==> src/rtl/usr_burst_shifter_if.sv <==
// Handshake/data bundle for usr_burst_shifter: control and operands in,
// register contents and burst status out.
interface usr_burst_shifter_if #(
  parameter int WIDTH = 8,
  parameter int CNT_W = 4
) ();
  logic             en;
  logic [2:0]       mode;
  logic             sin_r;
  logic             sin_l;
  logic [WIDTH-1:0] pin;
  logic             start;
  logic [CNT_W-1:0] count;
  logic [WIDTH-1:0] q;
  logic             sout_r;
  logic             sout_l;
  logic             busy;
  logic             done;

  modport master (
    output en, mode, sin_r, sin_l, pin, start, count,
    input  q, sout_r, sout_l, busy, done
  );

  modport slave (
    input  en, mode, sin_r, sin_l, pin, start, count,
    output q, sout_r, sout_l, busy, done
  );
endinterface

==> src/rtl/usr_burst_shifter.sv <==
// Universal shift register (shift/rotate/arith-shift/load/clear) with a
// counted burst engine that repeats a latched operation N times, then pulses done.
module usr_burst_shifter #(
  parameter int WIDTH = 8,
  parameter int CNT_W = 4
) (
  input logic               clk,
  input logic               clr_n,
  usr_burst_shifter_if.slave bus
);

  typedef enum logic [1:0] {
    IDLE = 2'd0,
    RUN  = 2'd1,
    DONE = 2'd2
  } state_t;

  localparam logic [2:0] OP_HOLD = 3'b000;
  localparam logic [2:0] OP_SHR  = 3'b001;
  localparam logic [2:0] OP_SHL  = 3'b010;
  localparam logic [2:0] OP_LOAD = 3'b011;
  localparam logic [2:0] OP_ROR  = 3'b100;
  localparam logic [2:0] OP_ROL  = 3'b101;
  localparam logic [2:0] OP_ASR  = 3'b110;
  localparam logic [2:0] OP_CLR  = 3'b111;

  state_t           state, state_nxt;
  logic [WIDTH-1:0] q_p0, q_nxt;
  logic [2:0]       bmode, bmode_nxt;
  logic [CNT_W-1:0] rem, rem_nxt;

  function automatic logic [WIDTH-1:0] apply_op(
    input logic [2:0]       op,
    input logic [WIDTH-1:0] cur,
    input logic             sr,
    input logic             sl,
    input logic [WIDTH-1:0] p
  );
    logic signed [WIDTH-1:0] s;
    s = signed'(cur);
    case (op)
      OP_HOLD: return cur;
      OP_SHR:  return {sr, cur[WIDTH-1:1]};
      OP_SHL:  return {cur[WIDTH-2:0], sl};
      OP_LOAD: return p;
      OP_ROR:  return {cur[0], cur[WIDTH-1:1]};
      OP_ROL:  return {cur[WIDTH-2:0], cur[WIDTH-1]};
      OP_ASR:  return $unsigned(s >>> 1);
      OP_CLR:  return '0;
      default: return cur;
    endcase
  endfunction

  // Stage p0: state, burst context and register contents
  always_ff @(posedge clk or negedge clr_n) begin
    if (!clr_n) begin
      state <= IDLE;
      bmode <= OP_HOLD;
      rem   <= '0;
      q_p0  <= '0;
    end else begin
      state <= state_nxt;
      bmode <= bmode_nxt;
      rem   <= rem_nxt;
      q_p0  <= q_nxt;
    end
  end

  always_comb begin
    state_nxt = state;
    bmode_nxt = bmode;
    rem_nxt   = rem;
    q_nxt     = q_p0;
    case (state)
      IDLE: begin
        // start wins over en; q is untouched on the accepting edge
        if (bus.start) begin
          if (bus.count != '0) begin
            bmode_nxt = bus.mode;
            rem_nxt   = bus.count;
            state_nxt = RUN;
          end else begin
            state_nxt = DONE;
          end
        end else if (bus.en) begin
          q_nxt = apply_op(bus.mode, q_p0, bus.sin_r, bus.sin_l, bus.pin);
        end
      end
      RUN: begin
        q_nxt   = apply_op(bmode, q_p0, bus.sin_r, bus.sin_l, bus.pin);
        rem_nxt = rem - CNT_W'(1);
        if (rem == CNT_W'(1)) state_nxt = DONE;
      end
      DONE:    state_nxt = IDLE;
      default: state_nxt = IDLE;
    endcase
  end

  assign bus.q      = q_p0;
  assign bus.sout_r = q_p0[0];
  assign bus.sout_l = q_p0[WIDTH-1];
  assign bus.busy   = (state == RUN);
  assign bus.done   = (state == DONE);

endmodule

==> src/flat_wrapper.sv <==
// flat-port wrapper written by rule: the top's interface ports become plain ports
module usr_burst_shifter_flat 
#(
  parameter int WIDTH = 8,
  parameter int CNT_W = 4
)
  (clk, clr_n, bus_en, bus_mode, bus_sin_r, bus_sin_l, bus_pin, bus_start, bus_count, bus_q, bus_sout_r, bus_sout_l, bus_busy, bus_done);
  usr_burst_shifter_if #(.WIDTH(WIDTH), .CNT_W(CNT_W)) bus_i ();
  input logic clk;
  input logic clr_n;
  input wire logic [$bits(bus_i.en)-1:0] bus_en;
  input wire logic [$bits(bus_i.mode)-1:0] bus_mode;
  input wire logic [$bits(bus_i.sin_r)-1:0] bus_sin_r;
  input wire logic [$bits(bus_i.sin_l)-1:0] bus_sin_l;
  input wire logic [$bits(bus_i.pin)-1:0] bus_pin;
  input wire logic [$bits(bus_i.start)-1:0] bus_start;
  input wire logic [$bits(bus_i.count)-1:0] bus_count;
  output wire logic [$bits(bus_i.q)-1:0] bus_q;
  output wire logic [$bits(bus_i.sout_r)-1:0] bus_sout_r;
  output wire logic [$bits(bus_i.sout_l)-1:0] bus_sout_l;
  output wire logic [$bits(bus_i.busy)-1:0] bus_busy;
  output wire logic [$bits(bus_i.done)-1:0] bus_done;
  assign bus_i.en = bus_en;
  assign bus_i.mode = bus_mode;
  assign bus_i.sin_r = bus_sin_r;
  assign bus_i.sin_l = bus_sin_l;
  assign bus_i.pin = bus_pin;
  assign bus_i.start = bus_start;
  assign bus_i.count = bus_count;
  assign bus_q = bus_i.q;
  assign bus_sout_r = bus_i.sout_r;
  assign bus_sout_l = bus_i.sout_l;
  assign bus_busy = bus_i.busy;
  assign bus_done = bus_i.done;
  usr_burst_shifter #(.WIDTH(WIDTH), .CNT_W(CNT_W)) u_core (.clk(clk), .clr_n(clr_n), .bus(bus_i));
endmodule
==> config.mk <==
export PLATFORM = sky130hd
export DESIGN_NAME = usr_burst_shifter_flat
export DESIGN_NICKNAME = d
export VERILOG_FILES = /design/src/rtl/usr_burst_shifter_if.sv /design/src/rtl/usr_burst_shifter.sv /design/src/flat_wrapper.sv
export SDC_FILE = /design/constraint.sdc
export NUM_CORES = 1
export LEC_CHECK = 0
export CAP_MARGIN = 10
export CORE_MARGIN = 2
export CORE_UTILIZATION = 39
export DETAILED_ROUTE_END_ITERATION = 10
export GPL_TIMING_DRIVEN = 0
export SLEW_MARGIN = 10
export SYNTH_ARGS = -nofsm -noshare
export SYNTH_HDL_FRONTEND = slang
export SYNTH_SLANG_ARGS = --single-unit
==> constraint.sdc <==
create_clock -name clk -period 2.3 [get_ports clk]
set_input_delay 0.69 -clock clk [delete_from_list [all_inputs] [get_ports clk]]
set_output_delay 0.69 -clock clk [all_outputs]
set_load 0.03 [all_outputs]
======== After elaboration in Yosys (flattened, before gate mapping) ========
Index checks and enable logic that the tools add are counted.
storage, ports and cells
  bits in registers ....................... 17
  input bits .............................. 21
  output and inout bits ................... 12
  logic and storage cells ................. 54
cells by class
  add/sub/neg operators ................... 1
  eq/ne operators ......................... 26
  mux-type cells .......................... 12
  reduce and logical (&&, ||, !) cells .... 10
operator list
  kind                                                                    count
  8-bit one-hot mux with 7 select lines                                   2
  3-bit equality test (second input constant)                             8
  8-bit 2-to-1 mux                                                        2
  8-bit one-hot mux with 2 select lines                                   1
  2-bit != test (second input constant)                                   7
  3-bit by 2-bit equality test with 1-bit output (second input constant)  4
  4-bit 2-to-1 mux                                                        2
  4-bit one-hot mux with 2 select lines                                   1
  7-bit AND reduction                                                     1
  3-bit by 1-bit equality test with 1-bit output (second input constant)  2
  3-bit logical NOT                                                       2
  2-bit 2-to-1 mux                                                        3
  3-bit AND reduction                                                     2
  5-bit AND reduction                                                     1
  4-bit by 1-bit equality test with 1-bit output (second input constant)  1
  2-bit by 1-bit != test with 1-bit output (second input constant)        2
  2-bit one-hot mux with 2 select lines                                   1
  4-bit nonzero test                                                      1
  4-bit by 1-bit subtractor with 4-bit output (second input constant)     1
  2-bit by 1-bit equality test with 1-bit output (second input constant)  1
  2-bit equality test (second input constant)                             1
  2-bit logical NOT                                                       1
  2-bit AND reduction                                                     1
  2-bit nonzero test                                                      1

======== Logic depth before layout (Yosys ltp) ========
Gate-level depths: netlist (run 1).
  word-level depth ........................ 5
  gate-level depth with buffers ........... 7
  mapped depth without buffers ............ 5

======== Worst setup path after synthesis (run 1) ========
No wires, ideal clock.
  kind .................................... in2reg
  start ................................... input port bus_mode[2]
  end ..................................... register u_core.q_p0[1] (netlist: u_core.bus.q[1])
  arrival ................................. 1,754 ps
  data required time ...................... 2,165 ps
  slack ................................... 411 ps
  stages .................................. 6
  cells stage by stage .................... buf_6 -> or3_4 -> a31oi_4 -> or2_1 -> buf_6 -> o31ai_1
on the way
  cells in the longest elaborated chain, start to end .. 5
  elaborated cells on any way between the ends .. 14
  classes of those cells .................. 8 x eq/ne; 4 x mux; 2 x reduce/logical
RTL lines
  item                                         RTL line                 text
  start: declaration                           flat_wrapper.sv:12       input wire logic [$bits(bus_i.mode)-1:0] bus_mode;
  3-bit equality test (tied with other cells)  -
  8-bit one-hot mux with 7 select lines        usr_burst_shifter.sv:41  case (op)
  8-bit 2-to-1 mux                             usr_burst_shifter.sv:85  end else if (bus.en) begin
  8-bit 2-to-1 mux                             usr_burst_shifter.sv:77  if (bus.start) begin
  8-bit one-hot mux with 2 select lines        usr_burst_shifter.sv:74  case (state)
  end signal: assignment                       usr_burst_shifter.sv:65  q_p0 <= q_nxt;
  end: declaration                             usr_burst_shifter.sv:28  logic [WIDTH-1:0] q_p0, q_nxt;
Several ways; a longest one is shown, not always the timed one. The select of a mux whose other input is x is not followed.
A chain may end at the register's enable or synchronous reset.

======== Final worst setup path (run 1) ========
  start ................................... register u_core.q_p0[7] (netlist: u_core.bus.q[7])
  end ..................................... output port bus_q[7]
RTL lines
  item              RTL line            text
  end: declaration  flat_wrapper.sv:18  output wire logic [$bits(bus_i.q)-1:0] bus_q;
No word-level cell between the ends.

==> metrics, run 1 <==
outcome=finished clean; leakage=0.730 nW; Num CTS Buffers=3; final WL=4130 um; Post-synth EDFFs=0; GRT Resource Usage Total=20.3%; CP Capture Type=output pin; CP startpoint kind=flip-flop; worst hold path type=flip-flop to flip-flop; met3 Track Usage GR=2.43%; Psw=1.23 mW; antenna violations before repair=0; I/O Pins=33; Max Clk Rate=449 MHz; CTS tree=done; largest net degree at the start of global routing=18; warnings from Yosys=0; slew margin rel.=43.4%; total congestion overflow=0; Seq cells post-synth=17; DP Wirelength=2940 um; Iteration-0 DRC Markers=128; ys flop type=dfrtp_1; Setup TNS=0 ns; Gate power share=65.5%; CTS Sinks=17; Area Growth Syn to Fin=30.9%; post-route insts no fill=255; drt pass-1 iters=4; GRT busiest layer=met2; worst r2r src=u_core.state[0]; post-synthesis sequential area ratio=29.7%; Syn Area/Cell=8.42 um2; crit path from=u_core.bus.q[7]; measured slew at the worst slew-check pin=0.847 ns; Final Hold Viols=0; gp weighted congestion=0.913; worst path arrival time=1.54 ns; post-synthesis cell area=1430 um2; # fillers=350; crit path max fanout=7; Die X=64.6 um; PD cells=1370 nW/um2; Chip Height=64.6 um; Die Area=4170 um2; first-pass GRT wire length=6640 um; antenna fix cells=0; register area=425 um2; Clk pwr share=9.1%; MaxCap Viol Count=0; Max IR drop VDD=564 uV; Post-synth ARST share=100%; nets=231; internal power=1.34 mW; Clock transition at path regs=0.07 ns; drt drc=0; Pins Over Slew Limit=0; min-delay src=u_core.state[1]; met1 GRT Util=26.0%; placed insts=249; Sequential Power Share=25.3%; fin crit share=96.7%; via-per-instance ratio=5.88; Avg WL per Cell=16.2 um; share of layout cells above drive strength 1=12.1%; Final Skew=0.000781 ns; ANT nets after route=0; unique cell type count in the Yosys netlist=43; root buffer cell=clkbuf_8; Min Clock Period, post-route=2.23 ns; Worst Hold Margin=0.547 ns; core box area=3610 um2; area occupied by multi-input gates=901 um2; row cnt=22; vias in the first global route=1389; Initial Utilization=39.7%; worst endpoint required time=1.61 ns; clk buf depth=2; Skew-Pair Late Insertion Delay=0.25 ns; Net Count, Synth=193; number of I/O port buffers=31; met2 Resource Use GR=35.5%; post-synthesis cell count=170; Final setup violation count=0; switching share of power=47.9%; H-tree levels=1; Setup CP Type=flip-flop to output pin; detailed-route via count=1500
per-layer routing:
metal | routed length, um | vias up | part of all wire (%)
met5 | 0 | - | 0
met4 | 55 | 0 | 1.3
met3 | 185 | 6 | 4.5
met2 | 1980 | 52 | 48
met1 | 1920 | 719 | 46
li1 | - | 723 | -
cell type report:
type | instances | share of cell area [%]
timing repair buffer | 33 | 17.3
sequential | 17 | 22.7
clock buffer | 4 | 2.40
buffer | 15 | 4.88
inverter | 7 | 1.40
tap | 48 | 3.21
multi-input combinational | 131 | 48.1
registers in the layout, summed over array words and instances (netlist names):
signal and cells:
u_core.rem 4, u_core.bmode 3, u_core.state 2, u_core.bus.q 8
placed cells by master (no fill, tap or decap), types with 4 or more instances in the layout:
cell type	instances
a21oi_1	22
dfrtp_1	17
a221o_1	8
buf_2	6
inv_1	6
and2_1	4
a211oi_1	4
nand3_1	7
clkdlybuf4s50_1	29
nand2_1	4
o21ai_0	16
nor2b_1	6
nand2b_1	9
buf_4	5
o31ai_1	7
per-stage QoR:
| stage | utilization (%) | worst slack, ns | instance area [um2] | total power [mW] |
|---|---|---|---|---|
| global route | 51.9 | -0.0526 | 1870 | 2.78 |
| floorplan | - | 0.411 | 1430 | 1.76 |
| finish | 51.9 | 0.0749 | 1870 | 2.57 |
| CTS | 51.3 | -0.0113 | 1850 | 2.52 |
| detailed placement | 50.0 | -0.307 | 1800 | 2.28 |
| global placement | 50.0 | -0.325 | 1800 | 2.26 |
cells by family after synthesis:
kind of cell	synth area share, %
muxes	4.46
AOI/OAI and AO/OA	34.1
buffers and inverters	8.04
DFF	29.7
and+or+nand+nor	21.9
adders and majority gates	1.75
repair_timing:
| action | 4_1_cts | 5_1_grt |
|---|---|---|
| buffers inserted | 0 | 2 |
| hold buffers | 0 | 0 |
| endpoints found under the setup margin | 4 | 5 |
| gates resized for setup | 7 | 6 |
| pin swaps | 0 | 0 |
power groups by stage:
| stage | registers (mW) | clock network [mW] | logic, mW |
|---|---|---|---|
| 2_1_floorplan | 0.729 | 0 | 1.03 |
| 3_3_place_gp | 0.641 | 0 | 1.61 |
| 3_5_place_dp | 0.648 | 0 | 1.63 |
| 4_1_cts | 0.643 | 0.236 | 1.64 |
| 5_1_grt | 0.673 | 0.260 | 1.85 |
| 6_report | 0.650 | 0.234 | 1.68 |
final timing paths:
kind	end	slack, ns	depth (start not counted)
min in group asynchronous	u_core.bus.q[0]	0.92	1
worst min-delay path	u_core.state[1]	0.55	1
worst min register to register	u_core.state[1]	0.55	1
max in group asynchronous	u_core.bus.q[6]	0.86	1
worst max-delay path	bus_q[7]	0.07	2
worst max register to register	u_core.bus.q[0]	0.44	6
critical path: stages (launching register included):
cell	delay, ns
dfrtp_1	0.48
buf_4	0.15
clkdlybuf4s50_1	0.65
cells in the mapped netlist, types with 2 or more instances:
cell       instances  area [um2]
a21oi_1           22         110
dfrtp_1           17         425
o21ai_0           17        85.1
nand2b_1           9        56.3
a221o_1            8        80.1
buf_2              7        35.0
inv_1              7        26.3
nand3_1            7        35.0
o31ai_1            7        52.6
nor2b_1            6        37.5
a2111oi_0          4        35.0
a211oi_1           4        30.0
and2_1             4        25.0
nand2_1            4        15.0
mux2_2             3        33.8
mux2i_1            3        30.0
nand3b_1           3        22.5
nor2_1             3        11.3
nor3_1             3        15.0
and3b_1            2        17.5
buf_4              2        15.0
buf_6              2        22.5
clkbuf_1           2        7.51
ha_1               2        25.0
nand4_1            2        12.5
nand4b_1           2        17.5
o32a_1             2        20.0
Note: power is estimated with default switching activity, not from simulation.
==> run 2, diff against run 1 <==
Settings changed: PLACE_DENSITY set to 0.64.
==> run 2 against run 1 <==
Wire length decreased by 0.61%. Largest power group unchanged. Highest routed layer unchanged. Non-clock buffer count down 2. Clock skew increased by 0.0048 ns.
==> metrics, run 2 (same netlist as run 1, synthesis figures left out) <==
fin crit share=97.2%; most frequent cells in the layout=clkdlybuf4s50_1 (29), a21oi_1 (21), dfrtp_1 (17), o21ai_0 (16), nand2b_1 (9); Clock transition at path regs=0.07 ns; number of I/O port buffers=31; Initial Utilization=39.7%; core box area=3610 um2; Final Hold Viols=0; Worst Hold Margin=0.554 ns; I/O Pins=33; postcts setup bufs=0; internal power=1.30 mW; drt drc=0; Final Cell Area=1850 um2; antenna violations before repair=0; gp weighted congestion=0.913; most common cell after layout, fill and taps aside=clkdlybuf4s50_1; final WL=4110 um; via-per-instance ratio=5.94; worst slack, placed=-0.283 ns; Skew-Pair Late Insertion Delay=0.25 ns; Area Growth Syn to Fin=29.2%; antenna fix cells=0; Slowest-stage cell, CP=clkdlybuf4s50_1; CP top delay family=buffers and inverters; critical-path cell list=clkdlybuf4s50_1 -> or3_4 -> a31oi_4 -> or2_1 -> buf_6 -> o31ai_1; vias in the first global route=1467; Final Skew=0.00560 ns; Finished Core Util=51.3%; row cnt=22; Largest register FFs=8; CTS Sinks=17; nets=229; crit path max fanout=10; fin worst setup slack=0.0648 ns; area occupied by multi-input gates=897 um2; Critical Path Max Stage Delay=0.51 ns; Die X=64.6 um; Final setup violation count=0; Sequential Power Share=25.5%; register area=425 um2; Min Clock Period, post-route=2.24 ns; largest net degree at the start of global routing=18; Iteration-0 DRC Markers=139; Psw=1.22 mW; leakage=0.718 nW; CP Capture Type=flip-flop; total congestion overflow=0; GRT Resource Usage Total=21.1%; PD cells=1360 nW/um2; first-pass GRT wire length=6870 um; switching share of power=48.4%; Chip Height=64.6 um; MaxCap Viol Count=0; H-tree levels=1; CTS tree=done; clk buf depth=2; root buffer cell=clkbuf_8; Max IR drop VDD=592 uV; worst hold path type=flip-flop to flip-flop; drt pass-1 iters=4; worst endpoint required time=2.42 ns; outcome=finished clean; CP bufs+invs=2; share of layout cells above drive strength 1=11.2%; unrepaired setup endpoints after global routing=yes; Pins Over Slew Limit=0; ANT nets after route=0; Gate power share=65.4%; measured slew at the worst slew-check pin=0.818 ns; # fillers=362; Die Area=4170 um2; worst path arrival time=2.35 ns; CP startpoint kind=input port; detailed-route via count=1504; Clk pwr share=9.1%; placed cell area=1800 um2; slew margin rel.=45.3%; Num CTS Buffers=3; Max Clk Rate=447 MHz; Avg WL per Cell=16.2 um; DP Wirelength=2940 um; Setup CP Type=input port to flip-flop
-- run 2: cell count changes in the layout (fill, tap and decap cells not counted) --
cell             before  now
a2111oi_2             1    0
clkbuf_2              1    0
clkdlybuf4s18_2       1    0
a21oi_1              22   21
a21oi_2               0    1
a2111oi_0             0    2
buf_4                 5    3
a2111oi_1             3    2
buf_2                 6    8
-- run 2: power by group through the flow --
stage                     Clock, mW  Combinational (mW)  Sequential, mW
after detailed placement          0                1.62           0.648
after global routing          0.251                1.81           0.675
final                         0.229                1.65           0.644
after global placement            0                1.61           0.640
after CTS                     0.235                1.64           0.642
after floorplan                   0                1.03           0.729
-- run 2: metrics by stage --
step / TNS, ns / instances / power [mW]
6_report: 0 / 253 / 2.52
3_3_place_gp: -1.82 / 249 / 2.25
5_1_grt: -0.00138 / 253 / 2.73
3_5_place_dp: -1.94 / 249 / 2.27
2_1_floorplan: 0 / 170 / 1.76
4_1_cts: 0 / 253 / 2.52
-- run 2: final timing paths --
kind / slack [ns] / to / cells past startpoint / startpoint
setup / recovery: 0.06 / u_core.bus.q[2] / 6 / bus_mode[0]
hold / removal: 0.55 / u_core.rem[3] / 2 / u_core.rem[3]
setup reg to reg: 0.47 / u_core.bus.q[0] / 5 / u_core.state[1]
hold reg to reg: 0.55 / u_core.rem[3] / 2 / u_core.rem[3]
max in group asynchronous: 0.88 / u_core.bus.q[6] / 1 / clr_n
min in group asynchronous: 0.91 / u_core.bus.q[7] / 1 / clr_n
-- run 2: layer usage --
layer	vias to the layer above	GRT usage [%]	part of all wire, %
li1	718	-	-
met1	712	27.8	44
met2	68	35.4	48
met3	6	3.65	7.4
met4	0	6.12	0.93
met5	-	0	0
-- run 2: cell type report --
type | instances | share of cell area, %
clock buffer | 4 | 2.44
tap | 48 | 3.25
inverter | 7 | 1.42
sequential | 17 | 23.0
buffer | 15 | 4.94
multi-input combinational | 131 | 48.5
timing repair buffer | 31 | 16.4
-- run 2: tightest hold or removal path: cells and delay by family (launching register included) --
family,cells,cell delay [ns]
DFF,1,0.37
AOI/OAI and AO/OA,2,0.15
-- run 2: timing repair --
action | CTS | global route
setup endpoints to repair | 4 | 4
resized for setup | 7 | 6
hold buffers | 0 | 0
hold endpoints to repair | 0 | 0
==> run 3, diff against run 2 <==
Settings changed: CTS_BUF_LIST set to sky130_fd_sc_hd__clkbuf_4 sky130_fd_sc_hd__clkbuf_8, GPL_TIMING_DRIVEN 0 to unset.
==> run 3 against run 2 <==
Worst hold slack improved by 0.0091 ns. Sequential share of layout area fell by 0.83 points. Critical path type is now flip-flop to output pin. Cell count rose by 1.6%. Utilization rose by 1.9 points. Combinational power fell by 7%. Die area did not move. Largest power group unchanged. Via count rose by 0.20%. Fmax fell by 0.51%. Global-route usage fell by 1.0 points.
==> metrics, run 3 (same netlist as run 1, synthesis figures left out) <==
Critical Path Max Stage Delay=0.68 ns; GRT busiest layer=met2; Final Hold Viols=0; most frequent cells in the layout=clkdlybuf4s50_1 (31), a21oi_1 (22), buf_4 (18), o21ai_0 (17), dfrtp_1 (17); gp weighted congestion=0.895; Pins Over Slew Limit=0; Crit path depth=2; measured slew at the worst slew-check pin=0.617 ns; drt pass-1 iters=4; Reg2Reg Depth=4; Worst Hold Margin=0.564 ns; outcome=finished clean; Finished Core Util=53.2%; root buffer cell=clkbuf_8; switching share of power=48.1%; Sequential Power Share=28.7%; fin crit share=97.7%; worst hold path type=flip-flop to flip-flop; CP startpoint kind=flip-flop; Largest register FFs=8; Avg WL per Cell=15.8 um; antenna fix cells=0; critical-path cell list=nor2b_1 -> clkdlybuf4s50_1; CTS Sinks=17; Num CTS Buffers=3; Max Clk Rate=445 MHz; Slowest-stage cell, CP=clkdlybuf4s50_1; CP top delay family=buffers and inverters; detailed-route via count=1507; Setup CP Type=flip-flop to output pin; vias in the first global route=1406; CP bufs+invs=1; most common cell after layout, fill and taps aside=clkdlybuf4s50_1; final WL=4060 um; Skew-Pair Late Insertion Delay=0.26 ns; H-tree levels=1; Final Skew=0.00212 ns; hold_buf cts=0; Clk pwr share=9.9%; Initial Utilization=39.7%; largest net degree at the start of global routing=18; Area Growth Syn to Fin=34.0%; core box area=3610 um2; Max IR drop VDD=530 uV; placed insts=253; CP Capture Type=output pin; first-pass GRT wire length=6530 um; worst endpoint required time=1.61 ns; antenna violations before repair=0; leakage=0.756 nW; met2 Resource Use GR=34.8%; MaxCap Viol Count=0; share of layout cells above drive strength 1=13.4%; I/O Pins=33; worst path arrival time=1.56 ns; Clock transition at path regs=0.07 ns; CTS tree=done; hold depth=1; Final setup violation count=0; Iteration-0 DRC Markers=159; nets=233; clk buf depth=2; crit path max fanout=7; via-per-instance ratio=5.86; Gate power share=61.4%; number of I/O port buffers=32; Die X=64.6 um; ANT nets after route=0; Psw=1.20 mW; row cnt=22; post-route insts no fill=257; met3 Track Usage GR=4.69%; Min Clock Period, post-route=2.25 ns; Setup TNS=0 ns; total congestion overflow=0; met1 GRT Util=25.1%; internal power=1.30 mW; Chip Height=64.6 um; drt drc=0; unrepaired setup endpoints after global routing=no; slew margin rel.=57.7%; DP Wirelength=2990 um; Die Area=4170 um2; GRT Resource Usage Total=20.1%; PD cells=1300 nW/um2
## run 3: layout make-up
| cell class | instances | area [um2] |
|---|---|---|
| sequential | 17 | 425 |
| timing repair buffer | 50 | 465 |
| clock buffer | 4 | 48.8 |
| fill | 357 | 1690 |
| multi-input combinational | 131 | 892 |
| tap | 48 | 60.1 |
| inverter | 7 | 26.3 |
## run 3: what timing repair did
item	in CTS	in global routing
buffers inserted	0	0
gates resized for setup	0	1
endpoints found under the setup margin	0	1
## run 3: layer usage
layer  up-vias  wire [um]  part of all wire, %
met2        55       2020                   50
met3         7        242                  6.0
li1        727          -                    -
met4         0         31                 0.76
met1       718       1770                   44
met5         -          0                    0
## run 3: worst paths after layout
check	to	slack [ns]	start
worst max-delay path	bus_done	0.05	u_core.state[1]
max in group asynchronous	u_core.rem[2]	1.34	clr_n
min in group asynchronous	u_core.bus.q[0]	0.76	clr_n
worst min-delay path	u_core.state[1]	0.56	u_core.state[1]
worst max register to register	u_core.bus.q[6]	0.52	u_core.bmode[2]
worst min register to register	u_core.state[1]	0.56	u_core.state[1]
## run 3: power by group through the flow
| stage | sequential [mW] | combinational [mW] | clock [mW] |
|---|---|---|---|
| after global routing | 0.749 | 1.68 | 0.270 |
| after global placement | 0.709 | 1.50 | 0 |
| final | 0.716 | 1.53 | 0.248 |
| after CTS | 0.711 | 1.54 | 0.250 |
| after detailed placement | 0.717 | 1.54 | 0 |
| after floorplan | 0.729 | 1.03 | 0 |
## run 3: metrics by stage
| stage | instance area (um2) | worst slack, ns | total power, mW |
|---|---|---|---|
| after floorplan | 1430 | 0.411 | 1.76 |
| after global placement | 1870 | -0.0663 | 2.21 |
| after detailed placement | 1870 | -0.0788 | 2.25 |
| after CTS | 1920 | 0.0498 | 2.50 |
| after global routing | 1920 | 0.00405 | 2.70 |
| final | 1920 | 0.0534 | 2.50 |
